[src/rtl/yapp_channel_sink_pkg.sv]
// Shared types and header field positions for the YAPP channel sink.
// A header byte is {len[5:0], addr[1:0]}; FIFO entries carry SOP/EOP tags beside the byte.
package yapp_sink_pkg;

    typedef enum logic [1:0] {
        HDR     = 2'd0,
        PAYLOAD = 2'd1,
        PARITY  = 2'd2
    } sink_state_e;

    localparam int LEN_MSB  = 7;
    localparam int LEN_LSB  = 2;
    localparam int ADDR_MSB = 1;
    localparam int ADDR_LSB = 0;
    localparam int LEN_W    = LEN_MSB - LEN_LSB + 1;
    localparam int ADDR_W   = ADDR_MSB - ADDR_LSB + 1;
    localparam int BYTE_W   = 8;
    localparam int ENTRY_W  = BYTE_W + 2;

    typedef struct packed {
        logic              sop;
        logic              eop;
        logic [BYTE_W-1:0] data;
    } fifo_entry_t;

    function automatic logic [LEN_W-1:0] hdr_len(input logic [BYTE_W-1:0] hdr);
        return hdr[LEN_MSB:LEN_LSB];
    endfunction

    function automatic logic [ADDR_W-1:0] hdr_addr(input logic [BYTE_W-1:0] hdr);
        return hdr[ADDR_MSB:ADDR_LSB];
    endfunction

endpackage

[src/rtl/yapp_channel_sink_if.sv]
// Router channel, drained byte stream and scoreboard status for one YAPP sink.
// The slave modport is the sink itself; master is the router/consumer side.
interface yapp_channel_sink_if #(
    parameter int CNT_W = 16
);
    import yapp_sink_pkg::*;

    logic [BYTE_W-1:0] data;
    logic              data_vld;
    logic              suspend;

    logic [BYTE_W-1:0] out_data;
    logic              out_sop;
    logic              out_eop;
    logic              out_valid;
    logic              out_ready;

    logic              pkt_done;
    logic              parity_err;
    logic              addr_err;
    logic              overflow;
    logic [CNT_W-1:0]  pkt_count;
    logic [CNT_W-1:0]  err_count;

    modport slave (
        input  data, data_vld, out_ready,
        output suspend, out_data, out_sop, out_eop, out_valid,
        output pkt_done, parity_err, addr_err, overflow, pkt_count, err_count
    );

    modport master (
        output data, data_vld, out_ready,
        input  suspend, out_data, out_sop, out_eop, out_valid,
        input  pkt_done, parity_err, addr_err, overflow, pkt_count, err_count
    );

endinterface

[src/rtl/yapp_channel_sink_fifo.sv]
// First-word-fall-through synchronous FIFO; push while full is refused unless a pop
// frees the slot on the same edge. Storage is not reset, only pointers and count.
module yapp_sync_fifo #(
    parameter int WIDTH = 10,
    parameter int DEPTH = 64
) (
    input  logic                     clock,
    input  logic                     reset,
    input  logic                     push_i,
    input  logic [WIDTH-1:0]         wdata_i,
    input  logic                     pop_i,
    output logic [WIDTH-1:0]         rdata_o,
    output logic                     full_o,
    output logic                     empty_o,
    output logic [$clog2(DEPTH):0]   count_o
);
    localparam int AW = $clog2(DEPTH);
    localparam logic [AW:0] FULL_C = (AW+1)'(DEPTH);

    logic [WIDTH-1:0] mem_q [DEPTH];
    logic [AW-1:0]    wr_ptr_q, wr_ptr_d;
    logic [AW-1:0]    rd_ptr_q, rd_ptr_d;
    logic [AW:0]      count_q, count_d;
    logic             push_en;
    logic             pop_en;

    assign full_o  = (count_q == FULL_C);
    assign empty_o = (count_q == '0);
    assign count_o = count_q;
    assign rdata_o = mem_q[rd_ptr_q];

    assign pop_en  = pop_i && !empty_o;
    assign push_en = push_i && (!full_o || pop_en);

    always_comb begin
        wr_ptr_d = wr_ptr_q;
        rd_ptr_d = rd_ptr_q;
        count_d  = count_q;
        if (push_en) begin
            wr_ptr_d = wr_ptr_q + 1'b1;
        end
        if (pop_en) begin
            rd_ptr_d = rd_ptr_q + 1'b1;
        end
        if (push_en && !pop_en) begin
            count_d = count_q + 1'b1;
        end else if (!push_en && pop_en) begin
            count_d = count_q - 1'b1;
        end
    end

    always_ff @(posedge clock) begin
        if (push_en) begin
            mem_q[wr_ptr_q] <= wdata_i;
        end
    end

    always_ff @(posedge clock or posedge reset) begin
        if (reset) begin
            wr_ptr_q <= '0;
            rd_ptr_q <= '0;
            count_q  <= '0;
        end else begin
            wr_ptr_q <= wr_ptr_d;
            rd_ptr_q <= rd_ptr_d;
            count_q  <= count_d;
        end
    end

endmodule

[src/rtl/yapp_channel_sink.sv]
// YAPP output-channel receiver: frames packets, checks addr/parity, buffers tagged bytes.
//   state   | meaning
//   HDR     | next accepted byte is a header
//   PAYLOAD | cnt_q payload bytes still to come
//   PARITY  | next accepted byte is the parity byte
module yapp_channel_sink
    import yapp_sink_pkg::*;
#(
    parameter logic [1:0] CHANNEL_ID     = 2'd0,
    parameter int         DEPTH          = 64,
    parameter int         SUSPEND_THRESH = DEPTH - 4,
    parameter int         CNT_W          = 16
) (
    input  logic               clock,
    input  logic               reset,
    yapp_channel_sink_if.slave sink_if
);
    localparam int AW = $clog2(DEPTH);
    localparam logic [AW:0] THRESH_C = (AW+1)'(SUSPEND_THRESH);

    sink_state_e       state_q;
    logic [LEN_W-1:0]  cnt_q;
    logic [BYTE_W-1:0] parity_acc_q;
    logic              pkt_bad_q;
    logic              pkt_done_q;
    logic              parity_err_q;
    logic              addr_err_q;
    logic              overflow_q;
    logic              suspend_q, suspend_d;
    logic [CNT_W-1:0]  pkt_count_q;
    logic [CNT_W-1:0]  err_count_q;

    fifo_entry_t       wr_entry;
    fifo_entry_t       rd_entry;
    logic [ENTRY_W-1:0] rd_raw;
    logic              fifo_full;
    logic              fifo_empty;
    logic [AW:0]       fifo_count;
    logic [AW:0]       count_next;
    logic              pop;
    logic              push_ok;
    logic              addr_bad;
    logic              parity_bad;

    assign wr_entry.sop  = (state_q == HDR);
    assign wr_entry.eop  = (state_q == PARITY);
    assign wr_entry.data = sink_if.data;

    assign pop     = !fifo_empty && sink_if.out_ready;
    assign push_ok = sink_if.data_vld && (!fifo_full || pop);

    yapp_sync_fifo #(
        .WIDTH (ENTRY_W),
        .DEPTH (DEPTH)
    ) u_fifo (
        .clock   (clock),
        .reset   (reset),
        .push_i  (sink_if.data_vld),
        .wdata_i (wr_entry),
        .pop_i   (sink_if.out_ready),
        .rdata_o (rd_raw),
        .full_o  (fifo_full),
        .empty_o (fifo_empty),
        .count_o (fifo_count)
    );

    // Suspend tracks the occupancy that will exist after this edge, so it lines up with count.
    always_comb begin
        count_next = fifo_count;
        if (push_ok && !pop) begin
            count_next = fifo_count + 1'b1;
        end else if (!push_ok && pop) begin
            count_next = fifo_count - 1'b1;
        end
        suspend_d = (count_next >= THRESH_C);
    end

    assign addr_bad   = (hdr_addr(sink_if.data) != CHANNEL_ID);
    assign parity_bad = (sink_if.data != parity_acc_q);

    // Bytes dropped on overflow still advance the FSM so later headers stay aligned.
    always_ff @(posedge clock or posedge reset) begin
        if (reset) begin
            state_q      <= HDR;
            cnt_q        <= '0;
            parity_acc_q <= '0;
            pkt_bad_q    <= 1'b0;
            pkt_done_q   <= 1'b0;
            parity_err_q <= 1'b0;
            addr_err_q   <= 1'b0;
            overflow_q   <= 1'b0;
            suspend_q    <= 1'b0;
            pkt_count_q  <= '0;
            err_count_q  <= '0;
        end else begin
            pkt_done_q   <= 1'b0;
            parity_err_q <= 1'b0;
            addr_err_q   <= 1'b0;
            suspend_q    <= suspend_d;
            if (sink_if.data_vld && !push_ok) begin
                overflow_q <= 1'b1;
            end
            if (sink_if.data_vld) begin
                case (state_q)
                    HDR: begin
                        parity_acc_q <= sink_if.data;
                        cnt_q        <= hdr_len(sink_if.data);
                        pkt_bad_q    <= addr_bad;
                        addr_err_q   <= addr_bad;
                        state_q      <= (hdr_len(sink_if.data) == '0) ? PARITY : PAYLOAD;
                    end
                    PAYLOAD: begin
                        parity_acc_q <= parity_acc_q ^ sink_if.data;
                        cnt_q        <= cnt_q - 1'b1;
                        if (cnt_q == LEN_W'(1)) begin
                            state_q <= PARITY;
                        end
                    end
                    PARITY: begin
                        pkt_done_q   <= 1'b1;
                        parity_err_q <= parity_bad;
                        pkt_count_q  <= pkt_count_q + 1'b1;
                        if (parity_bad || pkt_bad_q) begin
                            err_count_q <= err_count_q + 1'b1;
                        end
                        state_q <= HDR;
                    end
                    default: begin
                        state_q <= HDR;
                    end
                endcase
            end
        end
    end

    assign rd_entry = fifo_entry_t'(rd_raw);

    assign sink_if.out_valid  = !fifo_empty;
    assign sink_if.out_data   = fifo_empty ? '0 : rd_entry.data;
    assign sink_if.out_sop    = fifo_empty ? 1'b0 : rd_entry.sop;
    assign sink_if.out_eop    = fifo_empty ? 1'b0 : rd_entry.eop;
    assign sink_if.suspend    = suspend_q;
    assign sink_if.pkt_done   = pkt_done_q;
    assign sink_if.parity_err = parity_err_q;
    assign sink_if.addr_err   = addr_err_q;
    assign sink_if.overflow   = overflow_q;
    assign sink_if.pkt_count  = pkt_count_q;
    assign sink_if.err_count  = err_count_q;

endmodule
[src/flat_wrapper.sv]
// flat-port wrapper written by rule: the top's interface ports become plain ports
module yapp_channel_sink_flat import yapp_sink_pkg::*;
#(
    parameter logic [1:0] CHANNEL_ID     = 2'd0,
    parameter int         DEPTH          = 64,
    parameter int         SUSPEND_THRESH = DEPTH - 4,
    parameter int         CNT_W          = 16
)
  (clock, reset, sink_if_data, sink_if_data_vld, sink_if_out_ready, sink_if_suspend, sink_if_out_data, sink_if_out_sop, sink_if_out_eop, sink_if_out_valid, sink_if_pkt_done, sink_if_parity_err, sink_if_addr_err, sink_if_overflow, sink_if_pkt_count, sink_if_err_count);
  yapp_channel_sink_if #(.CNT_W(CNT_W)) sink_if_i ();
  input  logic clock;
  input  logic reset;
  input wire logic [$bits(sink_if_i.data)-1:0] sink_if_data;
  input wire logic [$bits(sink_if_i.data_vld)-1:0] sink_if_data_vld;
  input wire logic [$bits(sink_if_i.out_ready)-1:0] sink_if_out_ready;
  output wire logic [$bits(sink_if_i.suspend)-1:0] sink_if_suspend;
  output wire logic [$bits(sink_if_i.out_data)-1:0] sink_if_out_data;
  output wire logic [$bits(sink_if_i.out_sop)-1:0] sink_if_out_sop;
  output wire logic [$bits(sink_if_i.out_eop)-1:0] sink_if_out_eop;
  output wire logic [$bits(sink_if_i.out_valid)-1:0] sink_if_out_valid;
  output wire logic [$bits(sink_if_i.pkt_done)-1:0] sink_if_pkt_done;
  output wire logic [$bits(sink_if_i.parity_err)-1:0] sink_if_parity_err;
  output wire logic [$bits(sink_if_i.addr_err)-1:0] sink_if_addr_err;
  output wire logic [$bits(sink_if_i.overflow)-1:0] sink_if_overflow;
  output wire logic [$bits(sink_if_i.pkt_count)-1:0] sink_if_pkt_count;
  output wire logic [$bits(sink_if_i.err_count)-1:0] sink_if_err_count;
  assign sink_if_i.data = sink_if_data;
  assign sink_if_i.data_vld = sink_if_data_vld;
  assign sink_if_i.out_ready = sink_if_out_ready;
  assign sink_if_suspend = sink_if_i.suspend;
  assign sink_if_out_data = sink_if_i.out_data;
  assign sink_if_out_sop = sink_if_i.out_sop;
  assign sink_if_out_eop = sink_if_i.out_eop;
  assign sink_if_out_valid = sink_if_i.out_valid;
  assign sink_if_pkt_done = sink_if_i.pkt_done;
  assign sink_if_parity_err = sink_if_i.parity_err;
  assign sink_if_addr_err = sink_if_i.addr_err;
  assign sink_if_overflow = sink_if_i.overflow;
  assign sink_if_pkt_count = sink_if_i.pkt_count;
  assign sink_if_err_count = sink_if_i.err_count;
  yapp_channel_sink #(.CHANNEL_ID(CHANNEL_ID), .DEPTH(DEPTH), .SUSPEND_THRESH(SUSPEND_THRESH), .CNT_W(CNT_W)) u_core (.clock(clock), .reset(reset), .sink_if(sink_if_i));
endmodule
[config.mk]
export PLATFORM = sky130hd
export DESIGN_NAME = yapp_channel_sink_flat
export DESIGN_NICKNAME = d
export VERILOG_FILES = /design/src/rtl/yapp_channel_sink_pkg.sv /design/src/rtl/yapp_channel_sink_if.sv /design/src/rtl/yapp_channel_sink_fifo.sv /design/src/rtl/yapp_channel_sink.sv /design/src/flat_wrapper.sv
export SDC_FILE = /design/constraint.sdc
export NUM_CORES = 1
export LEC_CHECK = 0
export ABC_AREA = 0
export CAP_MARGIN = 30
export CORE_UTILIZATION = 60
export CTS_BUF_LIST = sky130_fd_sc_hd__clkbuf_8
export DETAILED_ROUTE_END_ITERATION = 10
export DONT_BUFFER_PORTS = 1
export PLACE_DENSITY = 0.76
export SLEW_MARGIN = 10
export SYNTH_ARGS = -nofsm -noshare
export SYNTH_HDL_FRONTEND = slang
export SYNTH_HIERARCHICAL = 1
export SYNTH_SLANG_ARGS = --single-unit
export TNS_END_PERCENT = 100
[constraint.sdc]
create_clock -name clock -period 5.5 [get_ports clock]
set_clock_uncertainty 0.15 [all_clocks]
set_input_delay 1.1 -clock clock [delete_from_list [all_inputs] [get_ports clock]]
set_output_delay 1.1 -clock clock [all_outputs]
set_load 0.01 [all_outputs]
=== After elaboration in Yosys (flattened, before gate mapping) ===
Memory sizes are Yosys's and may differ from the RTL's.
Index checks and enable logic that the tools add are counted.
W data, S select, Z words.

* Memory bits (writable): 640
* Register bits after elaboration: 73
* Memories kept: 1

{| class="wikitable"
|+ Memories
! name !! words !! width !! read ports !! clocked after memory_dff !! wr ports !! RTL line !! source
|-
| u_core.u_fifo.mem_q || 64 || 10 || 1 || 0 || 1 || yapp_channel_sink_fifo.sv:20 || <nowiki>logic [WIDTH-1:0] mem_q [DEPTH];</nowiki>
|}

* $add $sub $neg: 7
* Reduce and logical (&&, ||, !) cells: 21
* Order comparisons: 1
* Equal/unequal tests: 6
* Multiplexer cells: 18
* Bitwise operators: 1

{| class="wikitable"
|+ Operators with widths
! operator !! count
|-
| $add A16 B1 Y16 const B || 2
|-
| $pmux W8 S2 || 1
|-
| $mux W7 || 2
|-
| $add A6 B1 Y6 const B || 2
|-
| $pmux W6 S2 || 1
|-
| $mux W1 || 10
|-
| $mux W8 || 1
|-
| $ne A8 B8 Y1 || 1
|-
| $reduce_and A2 Y1 || 4
|-
| $xor A8 B8 Y8 || 1
|-
| $add A7 B1 Y7 const B || 1
|-
| $eq A7 B7 Y1 const B || 1
|-
| $ge A7 B6 Y1 const B || 1
|-
| $logic_not A7 Y1 || 1
|-
| $sub A7 B1 Y7 const B || 1
|-
| $eq A6 B1 Y1 const B || 1
|-
| $logic_not A6 Y1 || 1
|-
| $sub A6 B1 Y6 const B || 1
|-
| $logic_and A1 B1 Y1 || 5
|-
| $logic_not A1 Y1 || 4
|-
| $mux W2 || 2
|-
| $pmux W2 S2 || 1
|-
| $reduce_bool A2 Y1 || 2
|-
| $reduce_and A3 Y1 || 1
|-
| other kinds (5) || 6
|}

=== Logic depth before layout (Yosys ltp) ===
Gate-level depths: netlist of run 1.

* Word-level depth: 10
* Mapped depth: 11

=== Modules after synthesis ===
Netlist of run 1, hierarchy kept.

{| class="wikitable"
|+ By module, submodules not included
! module !! area an instance (um^2) !! times used !! cells each
|-
| yapp_sync_fifo || 25821.0 || 1 || 1278
|-
| yapp_channel_sink || 2879.0 || 1 || 288
|}

=== Worst setup path after synthesis of run 1 ===
No wires, ideal clock.

* Kind: input-to-reg
* Start: in sink_if_out_ready
* End: reg u_core.u_fifo.count_q[6] (netlist: u_core/u_fifo/count_o[6])
* Slack: 2265 ps
* Required time: 5270 ps
* Arrival: 3005 ps
* Cell stages on the path: 11
* Cell sequence: inv_1 a31oi_1 inv_1 ha_1 inv_1 ha_1 nor2b_1 o21a_1 o21a_1 o211ai_1 xnor2_1

* Word-level cells in the longest chain between the ends: 7
* Elaborated cells between the ends (all ways): 9
* Those cells by class: mux: 2; reduce/logical: 7

{| class="wikitable"
|+ Ends and longest elaborated chain
! item !! RTL line !! source
|-
| start: declaration || flat_wrapper.sv:15 || <nowiki>input wire logic [$bits(sink_if_i.out_ready)-1:0] sink_if_out_ready;</nowiki>
|-
| $logic_and A1 B1 Y1 (*) || yapp_channel_sink_fifo.sv:32 || <nowiki>assign pop_en = pop_i && !empty_o;</nowiki>
|-
| $logic_or A1 B1 Y1 || yapp_channel_sink_fifo.sv:33 || <nowiki>assign push_en = push_i && (!full_o || pop_en);</nowiki>
|-
| $logic_and A1 B1 Y1 || yapp_channel_sink_fifo.sv:33 ||
|-
| $logic_not A1 Y1 || yapp_channel_sink_fifo.sv:47 || <nowiki>end else if (!push_en && pop_en) begin</nowiki>
|-
| $logic_and A1 B1 Y1 || yapp_channel_sink_fifo.sv:47 ||
|-
| $mux W7 || n/a ||
|-
| $mux W7 (*) || n/a ||
|-
| end signal: assignment || yapp_channel_sink_fifo.sv:66 || <nowiki>count_q <= count_d;</nowiki>
|-
| end: declaration || yapp_channel_sink_fifo.sv:23 || <nowiki>logic [AW:0] count_q, count_d;</nowiki>
|}

Every way passes the cells marked *; elsewhere a longest branch is shown, timed or not.
A chain may end at the register's enable or synchronous reset.

==> results of run 1 <==
==> layout make-up <==
cell class | instances | share of cell area [%]
clock buffer | 110 | 4.80
clock inverter | 88 | 1.50
inverter | 18 | 0.214
multi-input combinational | 759 | 22.8
sequential | 713 | 66.7
tap | 607 | 2.41
timing repair buffer | 55 | 1.57
==> report_power, final <==
group	switching, mW	total (mW)	internal [mW]
Sequential	0.386	6.68	6.29
Clock	2.02	4.03	2.01
Combinational	2.72	4.56	1.84
Total	5.12	15.3	10.1
==> synthesized netlist by cell type (3+ instances only) <==
cell type,number
nand3_1,21
inv_1,18
nand3_2,7
a211oi_1,27
a22oi_1,26
clkbuf_1,24
and2_1,3
xor2_1,14
buf_6,3
mux4_2,120
mux2i_1,100
dfrtp_1,73
o211ai_1,7
edfxtp_1,640
nand4_1,13
and3b_1,3
nor2_1,98
nand2b_1,6
a31oi_1,13
nand2_1,53
nor4_1,3
o22ai_1,35
mux2_2,11
nor3_1,5
nor2b_1,19
nand3b_1,4
buf_2,28
a221oi_1,5
buf_1,4
ha_1,15
nor3b_1,3
or2_2,3
o31ai_1,12
o21ai_0,14
and3_1,20
buf_4,15
o221ai_1,10
xnor2_1,39
a21oi_1,21
==> layer usage <==
layer  global-route usage, %  wire (um)
met2                    43.0      32200
met1                    37.9      25300
met3                    6.56       6190
met5                       0          0
met4                    9.86       1850
==> layout by cell type, fill, tap and decap left out, types with 11 or more instances in the layout <==
cell type,instances
mux2i_1,100
o31ai_1,12
buf_4,47
a21oi_1,21
inv_1,48
nand4_1,13
xor2_1,14
o22ai_1,35
ha_1,15
nor2_1,97
a22oi_1,26
edfxtp_1,640
clkinv_2,16
nand2_1,53
and3_1,20
clkinv_1,30
mux4_2,120
nor2b_1,18
o21ai_0,14
a31oi_1,13
mux2_2,11
clkbuf_8,110
dfrtp_1,70
nand3_1,21
a211oi_1,27
xnor2_1,39
==> how the worst min path moves through the flow <==
stage	from	end	slack, ns	cells past startpoint
floorplan	u_core/pkt_bad_q$_DFFE_PP0P_	u_core/pkt_bad_q$_DFFE_PP0P_	0.32	1
global placement	u_core/pkt_bad_q$_DFFE_PP0P_	u_core/pkt_bad_q$_DFFE_PP0P_	0.33	1
detailed placement	u_core/pkt_bad_q$_DFFE_PP0P_	u_core/pkt_bad_q$_DFFE_PP0P_	0.35	1
CTS	reset	u_core/sink_if.err_count[7]$_DFFE_PP0P_	0.11	1
global route	reset	u_core/cnt_q[1]$_DFFE_PP0P_	0.15	1
finish	reset	u_core/sink_if.err_count[6]$_DFFE_PP0P_	0.14	1
==> cells by family after synthesis <==
family / after synthesis
compound gates: 187
buf+inv: 94
mux: 231
simple gates: 272
xor+xnor: 53
fa+ha+maj: 16
flops: 713
==> flip-flops by register name (all words and copies together) (netlist names), 2 cells and up <==
register and cells:
u_core/cnt_q 6, u_core/u_fifo/wr_ptr_q 6, u_core/u_fifo/count_o 7, u_core/state_q 2
u_core/sink_if.pkt_count 16, u_core/parity_acc_q 8, u_core/u_fifo/rd_ptr_q 6, u_core/u_fifo/mem_q 640
u_core/sink_if.err_count 16
==> impl_metrics.yaml, run 1 <==
outcome:
  status: "finished, violations left"
  violations: "DRC"
worst_setup_path:
  slowest_delay_ns: 0.89
  cp-start-kind: "flip-flop"
  crit_type: "reg -> out"
  crit_family: "simple AND/OR/NAND/NOR gates"
  arrival_ns: 3.99
  path_cells: "or3b_1, o22ai_1, a211oi_1, a22oi_1, and3_1, nor2b_1"
  r2r_setup_slack_ns: 1.82
  cp-startpoint: "u_core/u_fifo/rd_ptr_q[0]$_DFFE_PP0P_"
  r2r-end: "u_core/u_fifo/mem_q[59][2]$_DFFE_PP_"
  crit_fanout: 34
  endpoint: "sink_if_out_sop"
  cp_num_buf_inv: 0
  cpMaxStageDelayCell: "dfrtp_4"
  end_kind: "primary output"
  regToRegStartpoint: "u_core/u_fifo/count_o[3]$_DFFE_PP0P_"
  crit_required_ns: 4.25
  reg2reg_depth: 5
  path_depth: 6
global_route:
  grt_pass1_vias: 15000
  grt_max_degree: 146
  grt-ovfl-total: 0
  grt_usage_pct: 27.4
  antenna_found_initial: 0
  grt_pass1_wl_um: 95600
clock_network:
  cts_root_buf: "clkbuf_8"
  clk_pin_slew_ns: 0.06
  cts_max_level: 3
  cts_tree: "built"
  cts.sinks: 713
  cts_max_path_buffers: 3
  cts_setup_buffers: 0
  cts_resized: 0
  clkLatencyLatePin_ns: 0.71
  cts_hold_buf: 0
  cts_buffers: 107
finish:
  finalInstanceArea_um2: 31500
  diodes: 0
  seqCellArea_um2: 21100
  fillers: 3003
  fin_cells: 2350
  layout-drive-gt1-share_pct: 20.0
  final_core_utilization_pct: 67.3
  multi_input_area_um2: 7180
  final_nets: 1682
  area.growth.synth_to_final_pct: 9.91
floorplan:
  die_area_um2: 48700
  dieHeight_um: 221
  die-width_um: 221
  coreArea_um2: 46900
  start_util_pct: 61.3
  rows: 79
  io_pins: 60
logic_synthesis:
  synthCells: 1566
  synthMuxAreaShare_pct: 13.3
  yosysTopAreaCellShare_pct: 67.0
  ys_seq_elements: 713
  synth_top_family_by_area: "multiplexers"
  ys_top_cells_by_area: "edfxtp_1, mux4_2, dfrtp_1"
  ys_seq_area_share_pct: 73.3
  netlist_area_um2: 28700
  yosys.area.top_type: "edfxtp_1"
  synth-simple-area-share_pct: 4.73
  synth_fa_ha_area_share_pct: 0.724
  synth_nets: 1594
  async_flop_share_pct: 10.2
  synth_flop_cell: "edfxtp_1"
  synth_compound_area_share_pct: 4.57
  synthDistinctLibCells: 63
  synth_area_per_cell_um2: 18.3
  synth_edf_count: 640
  ys_warn_count: 6
  synth_xor_area_share_pct: 1.62
placement:
  dp_hpwl_um: 38900
  place_area_um2: 29300
  post-place-ws_ns: 0.966
  port_buffers: 0
  place.gp.congestion: 0.883
  dp.cells: 2121
routing:
  drt_iter0_drc: 1712
  dr.pass1.iters: 11
  drt_wl_total_um: 65500
  ant_nets: 0
  wl_per_cell_um: 27.9
  drc: 3
  viasPerCell: 6.56
  vias: 15400
sta:
  slew_headroom_pct: 30.8
  tns_ns: 0
  slew_viol_final: 0
  hold_viol: 0
  worstMarginPinSlew_ns: 1.04
  layout_setup_ws_ns: 0.261
  min_period_ns: 5.24
  whs_ns: 0.141
  post-route-period-util_pct: 95.2
  rsz0062_at_grt: "no"
  fmax_mhz: 191
  finalSetupViolations: 0
pwr:
  p_per_area_nw_per_um2: 484
  p_total_mw: 15.3
  p_leak_nw: 10.7
  ir_drop_v: 0.000428
job:
  maxCapViolations: 0
hold_path:
  holdCritPathClass: "in -> async"
(Power assumes the default switching activity.)
==> run 2, diff against run 1 <==
CORE_MARGIN = 2   (was not set)
==> run 2 against run 1 <==
The run now ends clean. Maximum frequency up 2.8%. Critical path depth is the same. Largest power group unchanged. Final area grew 0.69%. Flip-flop and latch count did not move. Setup slack better by 0.14 ns.
==> impl_metrics.yaml, run 2 (synthesis results as in run 1) <==
floorplan:
  die_area_um2: 49600
  rows: 80
  coreArea_um2: 47400
  start_util_pct: 60.5
  io_pins: 60
  die-width_um: 223
  dieHeight_um: 223
finish:
  final_cell_mix: "edfxtp_1, mux4_2, clkbuf_8, mux2i_1, nor2_1"
  final_common_cell: "edfxtp_1"
  final_nets: 1705
  top_register: "u_core/u_fifo/mem_q"
  largest_register_ffs: 640
  layout-drive-gt1-share_pct: 20.7
  fin_cells: 2383
  area.growth.synth_to_final_pct: 10.7
placement:
  port_buffers: 0
  place.gp.congestion: 0.877
  post-place-ws_ns: 0.730
  dp_hpwl_um: 39300
  dp.cells: 2130
outcome:
  status: "finished clean"
worst_setup_path:
  arrival_ns: 3.85
  end_kind: "primary output"
  crit_required_ns: 4.25
  crit_fanout: 22
  crit_type: "reg -> out"
  cp-start-kind: "flip-flop"
clock_network:
  cts_buffers: 108
  cts_hold_buf: 0
  cts_max_path_buffers: 3
  clkLatencyLatePin_ns: 0.70
  cts_tree: "built"
  clk_pin_slew_ns: 0.06
  cts_root_buf: "clkbuf_8"
  cts_max_level: 3
  cts.sinks: 713
global_route:
  grt_usage_pct: 26.4
  grt_pass1_vias: 15100
  grt_max_degree: 73
  grt_pass1_wl_um: 95700
  antenna_found_initial: 3
  grt-ovfl-total: 0
sta:
  rsz0062_at_grt: "no"
  fmax_mhz: 196
  hold_viol: 0
  min_period_ns: 5.10
  finalSetupViolations: 0
  worstMarginPinSlew_ns: 1.05
  post-route-period-util_pct: 92.6
  slew_viol_final: 0
  tns_ns: 0
  layout_setup_ws_ns: 0.405
  slew_headroom_pct: 29.9
routing:
  ant_nets: 0
  drc: 0
  wl_per_cell_um: 27.3
  drt_wl_total_um: 65100
  drt_iter0_drc: 2175
  vias: 15600
  viasPerCell: 6.55
  dr.pass1.iters: 5
job:
  maxCapViolations: 0
hold_path:
  holdCritPathClass: "in -> async"
pwr:
  ir_drop_v: 0.000234
  p_leak_nw: 10.8
  p_per_area_nw_per_um2: 482
-- run 2: cell count changes in the layout (fill, tap and decap cells not counted), sizes merged --
cell | before | now
buf | 55 | 77
clkinv | 46 | 39
clkbuf | 110 | 116
inv | 54 | 58
clkinvlp | 3 | 2
diode | 0 | 1
-- run 2: metal layers --
layer	part of all wire (%)	track usage [%]	vias up
met2	48	41.2	805
li1	-	-	6544
met3	9.4	5.96	138
met5	0.032	0	-
met4	2.9	8.57	4
met1	39	37.5	8110
-- run 2: final timing paths --
check	end	from	cells past startpoint	slack (ns)
setup / recovery	sink_if_out_data[2]	u_core/u_fifo/rd_ptr_q[0]$_DFFE_PP0P_	6	0.40
hold / removal	u_core/u_fifo/wr_ptr_q[5]$_DFFE_PP0P_	reset	1	0.16
setup reg to reg	u_core/u_fifo/count_o[5]$_DFFE_PP0P_	u_core/u_fifo/count_o[4]$_DFFE_PP0P_	12	1.76
hold reg to reg	u_core/pkt_bad_q$_DFFE_PP0P_	u_core/pkt_bad_q$_DFFE_PP0P_	1	0.38
max in group asynchronous	u_core/sink_if.err_count[3]$_DFFE_PP0P_	reset	2	4.49
min in group clock	u_core/u_fifo/mem_q[38][5]$_DFFE_PP_	sink_if_data[5]	0	0.36
-- run 2: stage by stage --
step | power, mW | hold WS, ns | cell area [um^2] | util, %
CTS | 15.2 | 0.116 | 31300 | 66.1
detailed placement | 11.2 | 0.362 | 29300 | 61.8
global route | 15.9 | 0.135 | 31800 | 66.9
global placement | 11.1 | 0.335 | 29300 | 61.7
floorplan | 9.85 | 0.321 | 28700 | -
finish | 15.3 | 0.155 | 31800 | 66.9
-- run 2: final cells by class --
type	instances	area [um^2]
Sequential cell	713	21100
Fill cell	3090	15700
Multi-Input combinational cell	759	7180
Clock buffer	116	1600
Tap cell	615	769
Timing Repair Buffer	77	668
Clock inverter	84	424
Inverter	18	67.6
Antenna cell	1	2.50
-- run 2: where the power goes --
part           switching (mW)  internal (mW)  total (mW)
combinational            2.69           1.86        4.55
sequential              0.440           6.29        6.73
clock                    1.95           2.08        4.03
total                    5.07           10.2        15.3
-- run 2: critical path: stages (launching register included) --
cell and delay [ns]:
dfrtp_4 0.80, buf_4 0.46, mux4_2 0.56, a211oi_1 0.72, a22oi_1 0.16, and3_1 0.27, nor2b_1 0.18
-- run 2: what timing repair did --
item	4_1_cts	5_1_grt
endpoints found under the setup margin	1	1
resized for setup	1	0
buffers inserted	0	1
